$ cat src/rtl/load_data_formatter.sv
// Load-path result formatter. Queues per-load metadata at issue, pairs
// each returned raw word with the head entry, then extracts, aligns and
// sign/zero-extends it onto a registered writeback handshake.
module load_data_formatter #(
  parameter int DEPTH = 4,
  parameter int ID_W  = 3
) (
  input  logic                       clk,
  input  logic                       rst,
  input  logic                       issue_valid,
  output logic                       issue_ready,
  input  logic [1:0]                 issue_byte_off,
  input  logic [2:0]                 issue_fn3,
  input  logic [ID_W-1:0]            issue_id,
  input  logic                       raw_valid,
  input  logic [31:0]                raw_data,
  output logic                       raw_ack,
  output logic                       wb_valid,
  output logic [31:0]                wb_data,
  output logic [ID_W-1:0]            wb_id,
  input  logic                       wb_ack,
  output logic [$clog2(DEPTH):0]     inflight,
  output logic                       protocol_err
);
  localparam int PW = $clog2(DEPTH);
  localparam int CW = PW + 1;

  logic [1:0]      r_off [DEPTH];
  logic [2:0]      r_fn3 [DEPTH];
  logic [ID_W-1:0] r_id  [DEPTH];
  logic [PW-1:0]   r_wr_ptr, r_rd_ptr;
  logic [CW-1:0]   r_count;
  logic            r_wb_valid;
  logic [31:0]     r_wb_data;
  logic [ID_W-1:0] r_wb_id;
  logic            r_perr;

  logic            w_full, w_empty, w_push, w_pop;
  logic [1:0]      w_head_off;
  logic [2:0]      w_head_fn3;
  logic [ID_W-1:0] w_head_id;
  logic [7:0]      w_byte;
  logic [15:0]     w_half;
  logic [31:0]     w_fmt;

  assign w_full     = (r_count == CW'(DEPTH));
  assign w_empty    = (r_count == '0);
  assign w_push     = issue_valid & ~w_full;
  // Output slot is free when empty or being drained this cycle.
  assign w_pop      = raw_valid & ~w_empty & (~r_wb_valid | wb_ack);
  assign w_head_off = r_off[r_rd_ptr];
  assign w_head_fn3 = r_fn3[r_rd_ptr];
  assign w_head_id  = r_id[r_rd_ptr];

  assign issue_ready  = ~w_full;
  assign raw_ack      = w_pop;
  assign wb_valid     = r_wb_valid;
  assign wb_data      = r_wb_data;
  assign wb_id        = r_wb_id;
  assign inflight     = r_count;
  assign protocol_err = r_perr;

  // Metadata storage; contents are don't-care until pushed, so no reset.
  always_ff @(posedge clk) begin
    if (w_push) begin
      r_off[r_wr_ptr] <= issue_byte_off;
      r_fn3[r_wr_ptr] <= issue_fn3;
      r_id[r_wr_ptr]  <= issue_id;
    end
  end

  // FIFO pointers and occupancy; pointers wrap naturally (DEPTH is 2^n).
  always_ff @(posedge clk or posedge rst) begin
    if (rst) begin
      r_wr_ptr <= '0;
      r_rd_ptr <= '0;
      r_count  <= '0;
    end else begin
      if (w_push) r_wr_ptr <= r_wr_ptr + 1'b1;
      if (w_pop)  r_rd_ptr <= r_rd_ptr + 1'b1;
      case ({w_push, w_pop})
        2'b10:   r_count <= r_count + 1'b1;
        2'b01:   r_count <= r_count - 1'b1;
        default: r_count <= r_count;
      endcase
    end
  end

  // Extract and extend the addressed byte/half; LW and reserved fn3 pass through.
  always_comb begin
    w_byte = raw_data[{w_head_off, 3'b000} +: 8];
    w_half = raw_data[{w_head_off[1], 4'b0000} +: 16];
    w_fmt  = raw_data;
    case (w_head_fn3)
      3'b000:  w_fmt = {{24{w_byte[7]}}, w_byte};
      3'b100:  w_fmt = {24'h0, w_byte};
      3'b001:  w_fmt = {{16{w_half[15]}}, w_half};
      3'b101:  w_fmt = {16'h0, w_half};
      default: w_fmt = raw_data;
    endcase
  end

  // Writeback register: load on ack of a raw word, else drain on wb_ack.
  always_ff @(posedge clk or posedge rst) begin
    if (rst) begin
      r_wb_valid <= 1'b0;
      r_wb_data  <= '0;
      r_wb_id    <= '0;
    end else if (w_pop) begin
      r_wb_valid <= 1'b1;
      r_wb_data  <= w_fmt;
      r_wb_id    <= w_head_id;
    end else if (wb_ack) begin
      r_wb_valid <= 1'b0;
    end
  end

  // Sticky protocol error: word with nothing queued, or push while full.
  always_ff @(posedge clk or posedge rst) begin
    if (rst)
      r_perr <= 1'b0;
    else if ((raw_valid & w_empty) | (issue_valid & w_full))
      r_perr <= 1'b1;
  end
endmodule
$ cat config.mk
export PLATFORM = sky130hd
export DESIGN_NAME = load_data_formatter
export DESIGN_NICKNAME = d
export VERILOG_FILES = /design/src/rtl/load_data_formatter.sv
export SDC_FILE = /design/constraint.sdc
export NUM_CORES = 1
export LEC_CHECK = 0
export BUFFER_PORTS_ARGS = -buffer_cell sky130_fd_sc_hd__buf_2
export CORE_MARGIN = 2
export CORE_UTILIZATION = 41
export DETAILED_ROUTE_END_ITERATION = 7
export PLACE_DENSITY = 0.72
export SLEW_MARGIN = 0
export SYNTH_ARGS = -nofsm -noshare
export SYNTH_HDL_FRONTEND = slang
export SYNTH_SLANG_ARGS = --single-unit
export TNS_END_PERCENT = 100
$ cat constraint.sdc
create_clock -name clk -period 3.3 [get_ports clk]
set_input_delay 0.99 -clock clk [delete_from_list [all_inputs] [get_ports clk]]
set_output_delay 0.99 -clock clk [all_outputs]
set_load 0.01 [all_outputs]
== Word level (Yosys, flattened, before mapping) ==
Memory sizes are Yosys's and may differ from the RTL's. A register that Yosys moved wholly into a read port is not among the register bits.
Cells that the tools add are included.

* Multiplexer cells: 6
* Bitwise gates (word level): 10
* Shift operators: 2
* Equal/unequal tests: 6
* Add/sub/neg operators: 4
* Reduce and logical (&&, ||, !) cells: 4

{| class="wikitable"
|+ Operator list
! cell !! count
|-
| 32-bit case mux with 4 select lines || 1
|-
| 32-bit by 6-bit indexed part select with 16-bit output || 1
|-
| 32-bit by 6-bit indexed part select with 8-bit output || 1
|-
| 3-bit equality test (second input constant) || 3
|-
| 3-bit logical NOT || 2
|-
| 3-bit case mux with 2 select lines || 1
|-
| 1-bit bitwise AND || 5
|-
| 2-bit by 1-bit adder with 2-bit output (second input constant) || 2
|-
| 1-bit 2-to-1 mux || 4
|-
| 2-bit nonzero test || 2
|-
| 3-bit by 1-bit adder with 3-bit output (second input constant) || 1
|-
| 3-bit by 1-bit equality test with 1-bit output (second input constant) || 1
|-
| 1-bit inverter || 3
|-
| 3-bit by 1-bit subtractor with 3-bit output (second input constant) || 1
|-
| 2-bit by 1-bit equality test with 1-bit output (second input constant) || 1
|-
| 2-bit equality test (second input constant) || 1
|-
| 1-bit bitwise OR || 2
|}

* Memories: 3
* Input bits: 45
* Output and inout bits: 42
* Flip-flop bits (word level): 41
* RAM bits: 32
* Logic and storage cells: 41

{| class="wikitable"
|+ Memories
! memory !! depth !! width !! read ports !! clocked after Yosys merged registers in !! wr ports !! line !! text
|-
| r_fn3 || 4 || 3 || 1 || 0 || 1 || 29 || <nowiki>logic [2:0] r_fn3 [DEPTH];</nowiki>
|-
| r_id || 4 || 3 || 1 || 1 || 1 || 30 || <nowiki>logic [ID_W-1:0] r_id [DEPTH];</nowiki>
|-
| r_off || 4 || 2 || 1 || 0 || 1 || 28 || <nowiki>logic [1:0] r_off [DEPTH];</nowiki>
|}

== Logic depth before layout (Yosys ltp) ==
Gate-level depths: netlist of the first run.

* Depth in word-level cells: 6
* Gate-level depth with buffers: 11
* Depth with buffers taken out: 9

== Worst setup path after synthesis of the first run ==
No wires, ideal clock.

* Path type: input to register
* Start: input raw_valid
* End: register r_count[2], in the netlist inflight[2]
* Library setup time: 79 ps
* Arrival: 3035 ps
* Required time: 3221 ps
* Path buffers: 2
* Stages: 11
* Setup slack: 186 ps
* Cells stage by stage: o31a_1 -> nand2_1 -> inv_1 -> clkbuf_1 -> buf_1 -> ha_1 -> inv_1 -> fa_1 -> xor2_1 -> nor2_1 -> xor2_1

* Word-level cells in the longest chain between the ends: 4
* Elaborated cells on any way between the ends: 6
* Those cells by class: eq/ne: 2; mux: 1; bitwise: 2; reduce/logical: 1

{| class="wikitable"
|+ Ends and longest elaborated chain
! item !! line !! text
|-
| start: declaration || 15 || <nowiki>input logic raw_valid,</nowiki>
|-
| 1-bit bitwise AND (*) (2 in series) || 50 || <nowiki>assign w_pop = raw_valid & ~w_empty & (~r_wb_valid | wb_ack);</nowiki>
|-
| named net raw_ack || 17 || <nowiki>output logic raw_ack,</nowiki>
|-
| 2-bit by 1-bit equality test with 1-bit output or 2-bit equality test (tied branches) || 81 || <nowiki>case ({w_push, w_pop})</nowiki>
|-
| 3-bit case mux with 2 select lines or 2-bit nonzero test (tied branches) || n/a ||
|-
| end signal: assignment || 82 || <nowiki>2'b10: r_count <= r_count + 1'b1;</nowiki>
|-
| end signal: assignment || 83 || <nowiki>2'b01: r_count <= r_count - 1'b1;</nowiki>
|-
| end signal: assignment || 84 || <nowiki>default: r_count <= r_count;</nowiki>
|-
| end: declaration || 32 || <nowiki>logic [CW-1:0] r_count;</nowiki>
|}

Mark *: on every way through the listed nets, which the timed path passes. The rest lies on a longest branch.
A chain may end at the register's enable or synchronous reset.

== Final worst setup path of the first run ==
* Start: input raw_valid
* End: output raw_ack

* Word-level cells in the longest chain between the ends: 2

{| class="wikitable"
|+ Ends and longest elaborated chain
! item !! line
|-
| 1-bit bitwise AND (2 in series) || 50
|-
| end: declaration || 17
|}

No other way between the ends.

==> summary.md, run 1 <==
| Metric | Value |
|---|---|
| Status | `finished clean` |
| Port buffer count | `86` |
| Netlist Area Pre-Place | `3450 um2` |
| Final hold vios | `0` |
| Total grt overflow | `0` |
| Routed Antenna Nets | `0` |
| CTS tree | `done` |
| Final Total Pwr | `3.91 mW` |
| CTS Buf Count | `9` |
| Yosys top cell by area | `dfrtp_1` |
| Hold_sp | `protocol_err$_DFFE_PP0P_` |
| Reg2reg end | `wb_data[27]$_DFFE_PP0P_` |
| Io pins | `87` |
| Setup Viol. Count Final | `0` |
| CP peak stage delay | `0.27 ns` |
| Fin Clk Skew | `0.00893 ns` |
| Crit Reg-Reg Startpoint | `r_rd_ptr[0]$_DFFE_PP0P_` |
| Later-pin clock latency in the skew report | `0.35 ns` |
| Sum Neg Setup Slack | `0 ns` |
| Final #Nets | `409` |
| Slowest CP cell | `inv_1` |
| First-pass GRT wire length | `12200 um` |
| Multi-input logic area | `1260 um2` |
| Initial antenna violation count | `0` |
| Worst hold slack | `0.458 ns` |
| Slew HR | `0.379` |
| Synthesized Nets | `319` |
| Predominant post-synthesis flop cell | `dfrtp_1` |
| Vias in the first global route | `2532` |
| # Post-CTS Setup Buffers | `0` |
| Most common cell after layout, fill and taps aside | `buf_2` |
| DRC | `0` |
| Synthesis-stage register bit count | `76` |
| Root Buffer | `clkbuf_8` |
| Area growth from synthesis to layout | `19.8%` |
| Gr usage total | `0.182` |
| Synthesized instance count | `268` |
| Maximum capacitance violations | `0` |
| Syn Area/Cell | `12.9 um2` |
| EDFF count, synth | `32` |
| Largest net degree at the start of global routing | `45` |
| CP Launch Type | `primary input` |
| Die ar. | `9160 um2` |
| Synth top area cells | `dfrtp_1 32%, edfxtp_1 28%, mux4_2 3.9%` |
| Commonest cells after routing, fill and taps aside | `86 x buf_2, 44 x dfrtp_1, 35 x nand2_1` |
| Count of pins over their slew limit | `0` |
| Comb pwr share | `0.454` |
| Fill count | `735` |
| CTS Buffer Depth | `2` |
| Clock-pin slew on the worst setup and hold paths | `0.07 ns` |
| Number of diodes | `0` |
| Initial DRC count | `117` |
| Fin crit share | `0.847` |
| Hold path depth | `1` |
| Leakage | `1.84 nW` |
| Internal power | `2.38 mW` |
| Hold Path Sink | `protocol_err$_DFFE_PP0P_` |
| Die X | `95.7 um` |
| Cts repair resizes | `0` |
| Rows | `33` |
| Async SR Flop Fraction | `0.579` |
| Drt total wl | `7920 um` |
| Critical-path cell list | `buf_2, o31a_1, nand2_1, inv_1, buf_2` |
| Post-DP HPWL | `5750 um` |
| Via/cell ratio | `5.20` |
| Worst EP arrival | `1.80 ns` |
| Clock sinks | `76` |
| Top cell by count, worst path | `buf_2` |
| Clk pwr share | `0.151` |
| Internal reg-to-reg setup slack | `0.69 ns` |
| FF-to-FF path depth | `6` |
| Fmax | `358 MHz` |
| Wire length per cell | `16.9 um` |
| Starting density of the core | `0.422` |
| RSZ-0062 raised after global routing | `no` |
| Initial DRT Pass Iterations | `4` |
| Setup crit end kind | `primary output` |
| CP required | `2.31 ns` |
| DR vias | `2433` |
| Reg area | `2060 um2` |
| Core region area | `8180 um2` |
| Pwr/cell area | `945 nW/um2` |
| Post-synthesis sequential area ratio | `0.598` |
| CP max FO | `9` |
| Top-area cell type share of the netlist area | `0.319` |
| Min Tclk post-route | `2.79 ns` |
| Peak VDD IR | `0.000372 V` |
| Sw Ratio | `0.391` |
| CP Class | `primary input to primary output` |
| RD Place Congestion | `0.764` |
| Unique masters post-synth | `42` |
| NetSw | `1.53 mW` |
| Layout cells sized above 1 | `0.353` |
| Die H | `95.7 um` |
| Slew @ Worst Pin | `0.931 ns` |
| # H-tree levels | `3` |
| Hold_buf cts | `0` |
| Hold Crit Class | `flip-flop to flip-flop` |
| Ys Warns | `0` |
| Sequential cell fraction of total power | `0.395` |
## state kept, by name, summed over array words and instances (netlist names)
name	flops
r_off	8
r_wr_ptr	2
r_id	12
inflight	3
wb_data	32
r_fn3	12
r_rd_ptr	2
wb_valid	1
wb_id	3
protocol_err	1
## worst max-delay path by stage
stage	start	end	slack, ns
finish	raw_valid	raw_ack	0.51
global route	raw_valid	raw_ack	0.42
CTS	raw_valid	raw_ack	0.50
detailed placement	raw_valid	wb_data[16]$_DFFE_PP0P_	0.46
global placement	raw_valid	raw_ack	0.53
floorplan	raw_valid	inflight[2]$_DFFE_PP0P_	0.19
## Yosys cell counts (all sizes together), types with 3 or more instances
library cell / instances
o211ai: 8
edfxtp: 32
nor3: 6
nand2: 35
o21a: 6
inv: 9
mux2i: 13
buf: 7
clkbuf: 7
xnor2: 4
nand2b: 3
nor2: 21
dfrtp: 44
a221o: 6
ha: 5
o21ai: 3
mux4: 8
a21oi: 17
and3: 11
a22oi: 8
## stage by stage
stage / instances / area (um2) / setup slack [ns] / util
after CTS: 468 / 4130 / 0.501 / 0.506
after floorplan: 268 / 3450 / 0.186 / -
final: 468 / 4130 / 0.506 / 0.506
after detailed placement: 452 / 3970 / 0.456 / 0.486
after global routing: 468 / 4130 / 0.425 / 0.506
after global placement: 452 / 3970 / 0.526 / 0.486
## power by group through the flow
stage          sequential, mW  clock, mW  combinational (mW)
3_5_place_dp             1.56          0                1.79
3_3_place_gp             1.54          0                1.75
4_1_cts                  1.54      0.606                1.79
5_1_grt                  1.57      0.641                1.96
6_report                 1.54      0.589                1.77
2_1_floorplan            1.62          0                1.18
## layer usage
layer | wire (um) | share of wire | vias up | track usage
met5 | 0 | 0 | - | 0
met4 | 152 | 0.019 | 0 | 0.0786
met3 | 504 | 0.064 | 15 | 0.0509
met2 | 4020 | 0.51 | 84 | 0.310
met1 | 3240 | 0.41 | 1175 | 0.216
li1 | - | - | 1159 | -
## cell families (layout without fill, tap and decap cells)
family	count (synthesis)	in the layout	synth area share
AND/OR/NAND/NOR	80	80	0.107
flip-flops	76	76	0.598
XOR/XNOR	6	6	0.0152
AO/OA/AOI/OAI	54	54	0.120
buffers and inverters	23	118	0.0356
adder cells (fa/ha/maj)	6	6	0.0239
multiplexers	23	23	0.0998
## critical path: cells and delay by family
kind / cells / cell delay [ns]
buffers and inverters: 3 / 0.56
AND/OR/NAND/NOR: 1 / 0.08
AO/OA/AOI/OAI: 1 / 0.16
## area by class of cell
type | count | area share
multi-input combinational | 169 | 0.306
inverter | 9 | 0.00817
sequential | 76 | 0.499
clock inverter | 6 | 0.00757
timing repair buffer | 93 | 0.117
clock buffer | 10 | 0.0309
tap | 105 | 0.0318
(Power assumes the default switching activity.)
==> run 2: changes to the inputs <==
--- a/config.mk
+++ b/config.mk
@@ -5,11 +5,12 @@
 export SDC_FILE = /design/constraint.sdc
 export NUM_CORES = 1
 export LEC_CHECK = 0
+export ABC_AREA = 1
 export BUFFER_PORTS_ARGS = -buffer_cell sky130_fd_sc_hd__buf_2
 export CORE_MARGIN = 2
 export CORE_UTILIZATION = 41
 export DETAILED_ROUTE_END_ITERATION = 7
-export PLACE_DENSITY = 0.72
+export PLACE_DENSITY = 0.73
 export SLEW_MARGIN = 0
 export SYNTH_ARGS = -nofsm -noshare
 export SYNTH_HDL_FRONTEND = slang
==> constraint.sdc (replaced) <==
create_clock -name clk -period 2.3 [get_ports clk]
set_input_delay 0.69 -clock clk [delete_from_list [all_inputs] [get_ports clk]]
set_output_delay 0.69 -clock clk [all_outputs]
set_load 0.01 [all_outputs]
==> summary.md, run 2 <==
| Metric | Value |
|---|---|
| Status | `finished clean` |
| CP peak stage delay | `0.42 ns (+0.15 ns)` |
| Post-layout util | `0.509 (+0.00311)` |
| Final hold vios | `0 (unchanged)` |
| Synthesized Nets | `570 (+79%)` |
| Commonest cells after routing, fill and taps aside | `149 x nand2_1, 93 x inv_1, 86 x buf_2` |
| Root Buffer | `clkbuf_8` |
| Initial DRC count | `149 (+27%)` |
| Die ar. | `11100 um2 (+21%)` |
| DR vias | `3546 (+46%)` |
| Synthesis-stage register bit count | `76 (unchanged)` |
| Most common cell after layout, fill and taps aside | `nand2_1` |
| Most frequent cells after synthesis | `149 x nand2_1, 94 x inv_1, 44 x dfrtp_1` |
| Compound-Gate Fraction of Synth Area | `0.0629 (-0.0572)` |
| CP Class | `flip-flop to primary output` |
| Min Tclk post-route | `2.17 ns` |
| Setup crit end kind | `primary output` |
| Starting density of the core | `0.426 (+0.00401)` |
| Worst Setup Slack, final | `0.133 ns (-0.373 ns)` |
| Post-synthesis sequential area ratio | `0.491 (-0.107)` |
| Largest net degree at the start of global routing | `61 (+36%)` |
| Number of diodes | `0 (unchanged)` |
| Critical-path cell list | `inv_1, nand3_1, and3_1, buf_4, buf_2` |
| Pre-CTS setup slack | `0.0632 ns (-0.393 ns)` |
| DRC | `0 (unchanged)` |
| Design area | `5020 um2 (+21%)` |
| CP max FO | `3 (-6)` |
| Largest family of logic cells by synthesized area | `simple AND/OR/NAND/NOR gates` |
| Final #Nets | `666 (+63%)` |
| Routed Antenna Nets | `0 (unchanged)` |
| Syn Area/Cell | `8.09 um2 (-37%)` |
| Fmax | `462 MHz` |
| Drt total wl | `9890 um (+25%)` |
| # H-tree levels | `3 (unchanged)` |
| Leakage | `2.70 nW (+46%)` |
| Count of pins over their slew limit | `0 (unchanged)` |
| Async SR Flop Fraction | `0.579 (unchanged)` |
| Hold_buf cts | `0 (unchanged)` |
| Buf+Inv Stages, Crit Path | `3 (unchanged)` |
| CTS Buf Count | `9 (unchanged)` |
| Cts repair resizes | `0 (unchanged)` |
| Post-synthesis xor/xnor area fraction | `0.0104 (-0.00481)` |
| Area after DPL | `4840 um2 (+22%)` |
| # Post-CTS Setup Buffers | `0 (unchanged)` |
| Ys Warns | `0 (unchanged)` |
| Fin Clk Skew | `0.00876 ns (-0.000175 ns)` |
| Fin crit share | `0.942` |
| CTS tree | `done` |
| Clock sinks | `76 (unchanged)` |
| Layout cells sized above 1 | `0.284 (-0.0687)` |
| Maximum capacitance violations | `0 (unchanged)` |
| Later-pin clock latency in the skew report | `0.35 ns (about the same)` |
| First-pass GRT wire length | `16400 um (+34%)` |
| Hold Crit Class | `primary input to asynchronous set/reset pin` |
| Synth top area cells | `dfrtp_1 26%, edfxtp_1 23%, nand2_1 13%` |
| Post-DP HPWL | `7200 um (+25%)` |
| Gr usage total | `0.186 (+0.00376)` |
| RD Place Congestion | `0.873 (+14%)` |
| Peak VDD IR | `0.000787 V (+110%)` |
| Via/cell ratio | `4.71 (-9.4%)` |
| Mux cell area share after synthesis | `0 (-0.0998)` |
| Total grt overflow | `0 (unchanged)` |
| CP top delay family | `flip-flops` |
| Initial antenna violation count | `1 (+1)` |
| CP Launch Type | `flip-flop` |
| Pwr/cell area | `1380 nW/um2 (+46%)` |
| CTS Buffer Depth | `2 (unchanged)` |
| Worst EP arrival | `1.48 ns (-0.32 ns)` |
| Top-area cell type share of the netlist area | `0.262 (-0.0572)` |
| Unique masters post-synth | `32 (-24%)` |
| RSZ-0062 raised after global routing | `no` |
| Yosys top cell by area | `dfrtp_1` |
| Post-Layout Cell Count | `753 (+61%)` |
| Worst hold slack | `0.470 ns (+0.0119 ns)` |
| Initial DRT Pass Iterations | `4 (unchanged)` |
| Wire length per cell | `13.1 um (-22%)` |
| Slowest CP cell | `dfrtp_1` |
| Most instantiated library cell after synthesis | `nand2_1` |
| Predominant post-synthesis flop cell | `dfrtp_1` |
| Setup Viol. Count Final | `0 (unchanged)` |
| Cell total after placement | `737 (+63%)` |
| Slew @ Worst Pin | `0.569 ns (-0.362 ns)` |
| Slew HR | `0.621 (+0.241)` |
| Max reg flops | `32 (unchanged)` |
| Vias in the first global route | `3446 (+36%)` |
| Port buffer count | `86 (unchanged)` |
| CP required | `1.61 ns (-0.70 ns)` |
| Area growth from synthesis to layout | `19.5%` |
| Core region area | `9860 um2 (+21%)` |
| Post-Synth Adder-Cell Area | `0.0197 (-0.00429)` |
| Synth Area in Simple Gates | `0.297 (+0.190)` |
| Die H | `105 um (+9.9%)` |
| EDFF count, synth | `32 (unchanged)` |
| Rows | `36 (+9.1%)` |
| Netlist Area Pre-Place | `4200 um2 (+22%)` |
| Die X | `105 um (+9.9%)` |
| Clock-pin slew on the worst setup and hold paths | `0.09 ns (+0.02 ns)` |
| Sum Neg Setup Slack | `0 ns (unchanged)` |
| Io pins | `87 (unchanged)` |
| Final Total Pwr | `6.94 mW (+78%)` |
| Synthesized instance count | `519 (+94%)` |
-- run 2: changes by cell type in the layout (fill, tap and decap cells not counted), sizes merged, moves of 12 or more --
| cell | before | now |
|---|---|---|
| nand2 | 35 | 165 |
| inv | 9 | 101 |
| nand3 | 1 | 41 |
| o21ai | 3 | 41 |
| or2 | 0 | 23 |
| a21oi | 17 | 4 |
| mux2i | 13 | 0 |
| buf | 93 | 105 |
-- run 2: logic make-up after synthesis --
group	after synthesis
adders and majority gates	6
xor gates and xnor gates	5
DFF	76
and+or+nand+nor	264
buffers and inverters	118
AOI/OAI and AO/OA	50
-- run 2: per-layer routing --
metal  track usage  wire length [um]  vias to the layer above
li1              -                 -                     1791
met1         0.235              4410                     1612
met2         0.310              4670                      127
met3        0.0495               663                       14
met4        0.0600               131                        2
met5             0                13                        -
-- run 2: path summary, 6_finish.rpt --
| check | slack [ns] | endpoint | depth (start not counted) | startpoint |
|---|---|---|---|---|
| worst max-delay path | 0.13 | raw_ack | 5 | inflight[1]$_DFFE_PP0P_ |
| worst min-delay path | 0.47 | r_rd_ptr[0]$_DFFE_PP0P_ | 3 | rst |
| worst max register to register | 0.35 | inflight[2]$_DFFE_PP0P_ | 9 | inflight[1]$_DFFE_PP0P_ |
| worst min register to register | 0.49 | wb_data[11]$_DFFE_PP0P_ | 2 | wb_data[11]$_DFFE_PP0P_ |
| max in group asynchronous | 1.45 | wb_data[22]$_DFFE_PP0P_ | 3 | rst |
| min in group clk | 0.49 | wb_data[11]$_DFFE_PP0P_ | 2 | wb_data[11]$_DFFE_PP0P_ |
-- run 2: worst min-delay path, delay by kind of cell --
| kind | cells | cell delay (ns) |
|---|---|---|
| buffers and inverters | 3 | 0.60 |
-- run 2: cell type report --
type,count,area [um2]
clock buffer,9,124
multi-input combinational,325,1640
sequential,76,2060
timing repair buffer,105,598
clock inverter,7,57.6
inverter,98,370
fill,931,4850
tap,133,166
-- run 2: power breakdown --
group / leakage (nW) / switching [mW] / internal (mW)
Clock: 0.0829 / 0.557 / 0.405
Combinational: 1.81 / 2.31 / 1.48
Sequential: 0.804 / 0.258 / 1.93
==> run 3: changes to the inputs <==
--- a/config.mk
+++ b/config.mk
@@ -6,11 +6,11 @@
 export NUM_CORES = 1
 export LEC_CHECK = 0
 export ABC_AREA = 1
-export BUFFER_PORTS_ARGS = -buffer_cell sky130_fd_sc_hd__buf_2
 export CORE_MARGIN = 2
 export CORE_UTILIZATION = 41
 export DETAILED_ROUTE_END_ITERATION = 7
-export PLACE_DENSITY = 0.73
+export DONT_BUFFER_PORTS = 1
+export PLACE_DENSITY = 0.65
 export SLEW_MARGIN = 0
 export SYNTH_ARGS = -nofsm -noshare
 export SYNTH_HDL_FRONTEND = slang
==> summary.md, run 3 (synthesis results as in run 2) <==
| Metric | Value |
|---|---|
| Status | `finished clean` |
| Slew HR | `0.642 (+0.0217)` |
| Fill count | `954 (+2.5%)` |
| RD Place Congestion | `0.861 (-1.4%)` |
| Core region area | `9860 um2 (unchanged)` |
| Setup Viol. Count Final | `0 (unchanged)` |
| Internal power | `3.54 mW (-7.3%)` |
| # Post-CTS Setup Buffers | `0 (unchanged)` |
| Slew @ Worst Pin | `0.536 ns (-0.0334 ns)` |
| Sum Neg Setup Slack | `0 ns (unchanged)` |
| Die H | `105 um (unchanged)` |
| Total grt overflow | `0 (unchanged)` |
| Setup crit end kind | `primary output` |
| Critical-path cell list | `inv_1, nand3_1, and3_2, buf_12` |
| Final #Nets | `572 (-14%)` |
| CP peak stage delay | `0.45 ns (+0.03 ns)` |
| Comb pwr share | `0.467 (-0.080)` |
| Cts repair resizes | `0 (unchanged)` |
| Die X | `105 um (unchanged)` |
| Slowest CP cell | `dfrtp_1` |
| Drt total wl | `9460 um (-4.3%)` |
| Number of diodes | `0 (unchanged)` |
| Wire length per cell | `14.4 um (+9.5%)` |
| Min Tclk post-route | `2.19 ns (+0.0238 ns)` |
| CP top delay family | `flip-flops` |
| NetSw | `3.00 mW (-4.0%)` |
| Initial DRT Pass Iterations | `4 (unchanged)` |
| Io pins | `87 (unchanged)` |
| CTS Buffer Depth | `2 (unchanged)` |
| Die ar. | `11100 um2 (unchanged)` |
| Most common cell after layout, fill and taps aside | `nand2_1` |
| Later-pin clock latency in the skew report | `0.36 ns (about the same)` |
| CP Class | `flip-flop to primary output` |
| Root Buffer | `clkbuf_8` |
| CTS Buf Count | `9 (unchanged)` |
| Peak VDD IR | `0.000725 V (-7.9%)` |
| Hold_buf cts | `0 (unchanged)` |
| FF-to-FF path depth | `9 (unchanged)` |
| RSZ-0062 raised after global routing | `no` |
| Count of pins over their slew limit | `0 (unchanged)` |
| Worst EP arrival | `1.50 ns (+0.02 ns)` |
| Fin crit share | `0.952 (+0.0103)` |
| First-pass GRT wire length | `15800 um (-4.0%)` |
| Fin Clk Skew | `0.0180 ns (+0.00925 ns)` |
| Sequential cell fraction of total power | `0.373 (+0.058)` |
| Via/cell ratio | `4.86 (+3.1%)` |
| Port buffer count | `0 (-100%)` |
| Reg2reg end | `inflight[2]$_DFFE_PP0P_` |
| Area growth from synthesis to layout | `7.92%` |
| Fmax | `457 MHz (-1.1%)` |
| Initial DRC count | `177 (+19%)` |
| Rows | `36 (unchanged)` |
| Layout cells sized above 1 | `0.156 (-0.128)` |
| Buf+Inv Stages, Crit Path | `2 (-1)` |
| Pwr/cell area | `1440 nW/um2 (+4.3%)` |
| Initial antenna violation count | `0 (-1)` |
| Commonest cells after routing, fill and taps aside | `149 x nand2_1, 93 x inv_1, 44 x dfrtp_1` |
| CTS tree | `done` |
| Clock sinks | `76 (unchanged)` |
| Clk pwr share | `0.160 (+0.021)` |
| Crit Reg-Reg Startpoint | `inflight[1]$_DFFE_PP0P_` |
| DR vias | `3196 (-9.9%)` |
| Post-DP HPWL | `6960 um (-3.3%)` |
| CP max FO | `61 (+58)` |
| Gr usage total | `0.180 (-0.00548)` |
| Sw Ratio | `0.459 (+0.00855)` |
| Routed Antenna Nets | `0 (unchanged)` |
| # H-tree levels | `3 (unchanged)` |
| CP required | `1.61 ns (about the same)` |
| Starting density of the core | `0.426 (unchanged)` |
| CP Launch Type | `flip-flop` |
| Leakage | `2.33 nW (-14%)` |
| Internal reg-to-reg setup slack | `0.18 ns (-0.17 ns)` |
| Post-layout util | `0.460 (-0.0491)` |
| Max reg flops | `32 (unchanged)` |
| Clock-pin slew on the worst setup and hold paths | `0.10 ns (about the same)` |
| Maximum capacitance violations | `0 (unchanged)` |
| Hold Crit Class | `primary input to asynchronous set/reset pin` |
| Final hold vios | `0 (unchanged)` |
| Largest net degree at the start of global routing | `62 (+1.6%)` |
| Vias in the first global route | `3194 (-7.3%)` |
| DRC | `0 (unchanged)` |
==> run 3: metal layers <==
metal,up-vias,part of all wire,global-route usage
li1,1592,-,-
met1,1482,0.42,0.215
met2,107,0.45,0.287
met3,15,0.11,0.0903
met4,0,0.014,0.0524
met5,-,0,0
==> run 3: cell type report <==
type	count	area [um2]	area share
Inverter	98	370	0.0817
Timing Repair Buffer	11	95.1	0.0210
Clock buffer	9	124	0.0273
Sequential cell	76	2060	0.455
Tap cell	133	166	0.0367
Multi-Input combinational cell	325	1640	0.362
Clock inverter	6	75.1	0.0166
==> run 3: power by group through the flow <==
stage	Sequential (mW)	Combinational, mW	Clock [mW]
finish	2.44	3.05	1.04
global route	2.50	3.53	1.13
CTS	2.45	3.06	1.07
detailed placement	2.48	3.04	0
global placement	2.47	2.97	0
floorplan	2.32	2.58	0
==> run 3: how the worst max path moves through the flow <==
stage / start / endpoint / slack (ns) / cells after the start
after global placement: wb_ack / inflight[2]$_DFFE_PP0P_ / 0.21 / 9
after global routing: inflight[1]$_DFFE_PP0P_ / raw_ack / 0.009 / 4
after CTS: inflight[1]$_DFFE_PP0P_ / raw_ack / 0.1 / 4
after floorplan: wb_ack / inflight[2]$_DFFE_PP0P_ / 0.03 / 11
after detailed placement: wb_ack / inflight[2]$_DFFE_PP0P_ / 0.11 / 9
final: inflight[1]$_DFFE_PP0P_ / raw_ack / 0.11 / 4
==> run 3: through the flow <==
step / cell area [um2] / instances / hold slack [ns] / total power [mW] / setup slack [ns]
after global placement: 4330 / 643 / 0.550 / 5.43 / 0.207
after detailed placement: 4330 / 643 / 0.538 / 5.52 / 0.107
after CTS: 4530 / 658 / 0.260 / 6.59 / 0.0950
after floorplan: 4210 / 519 / 0.510 / 4.89 / 0.0316
after global routing: 4530 / 658 / 0.270 / 7.16 / 0.00882
final: 4530 / 658 / 0.248 / 6.54 / 0.110
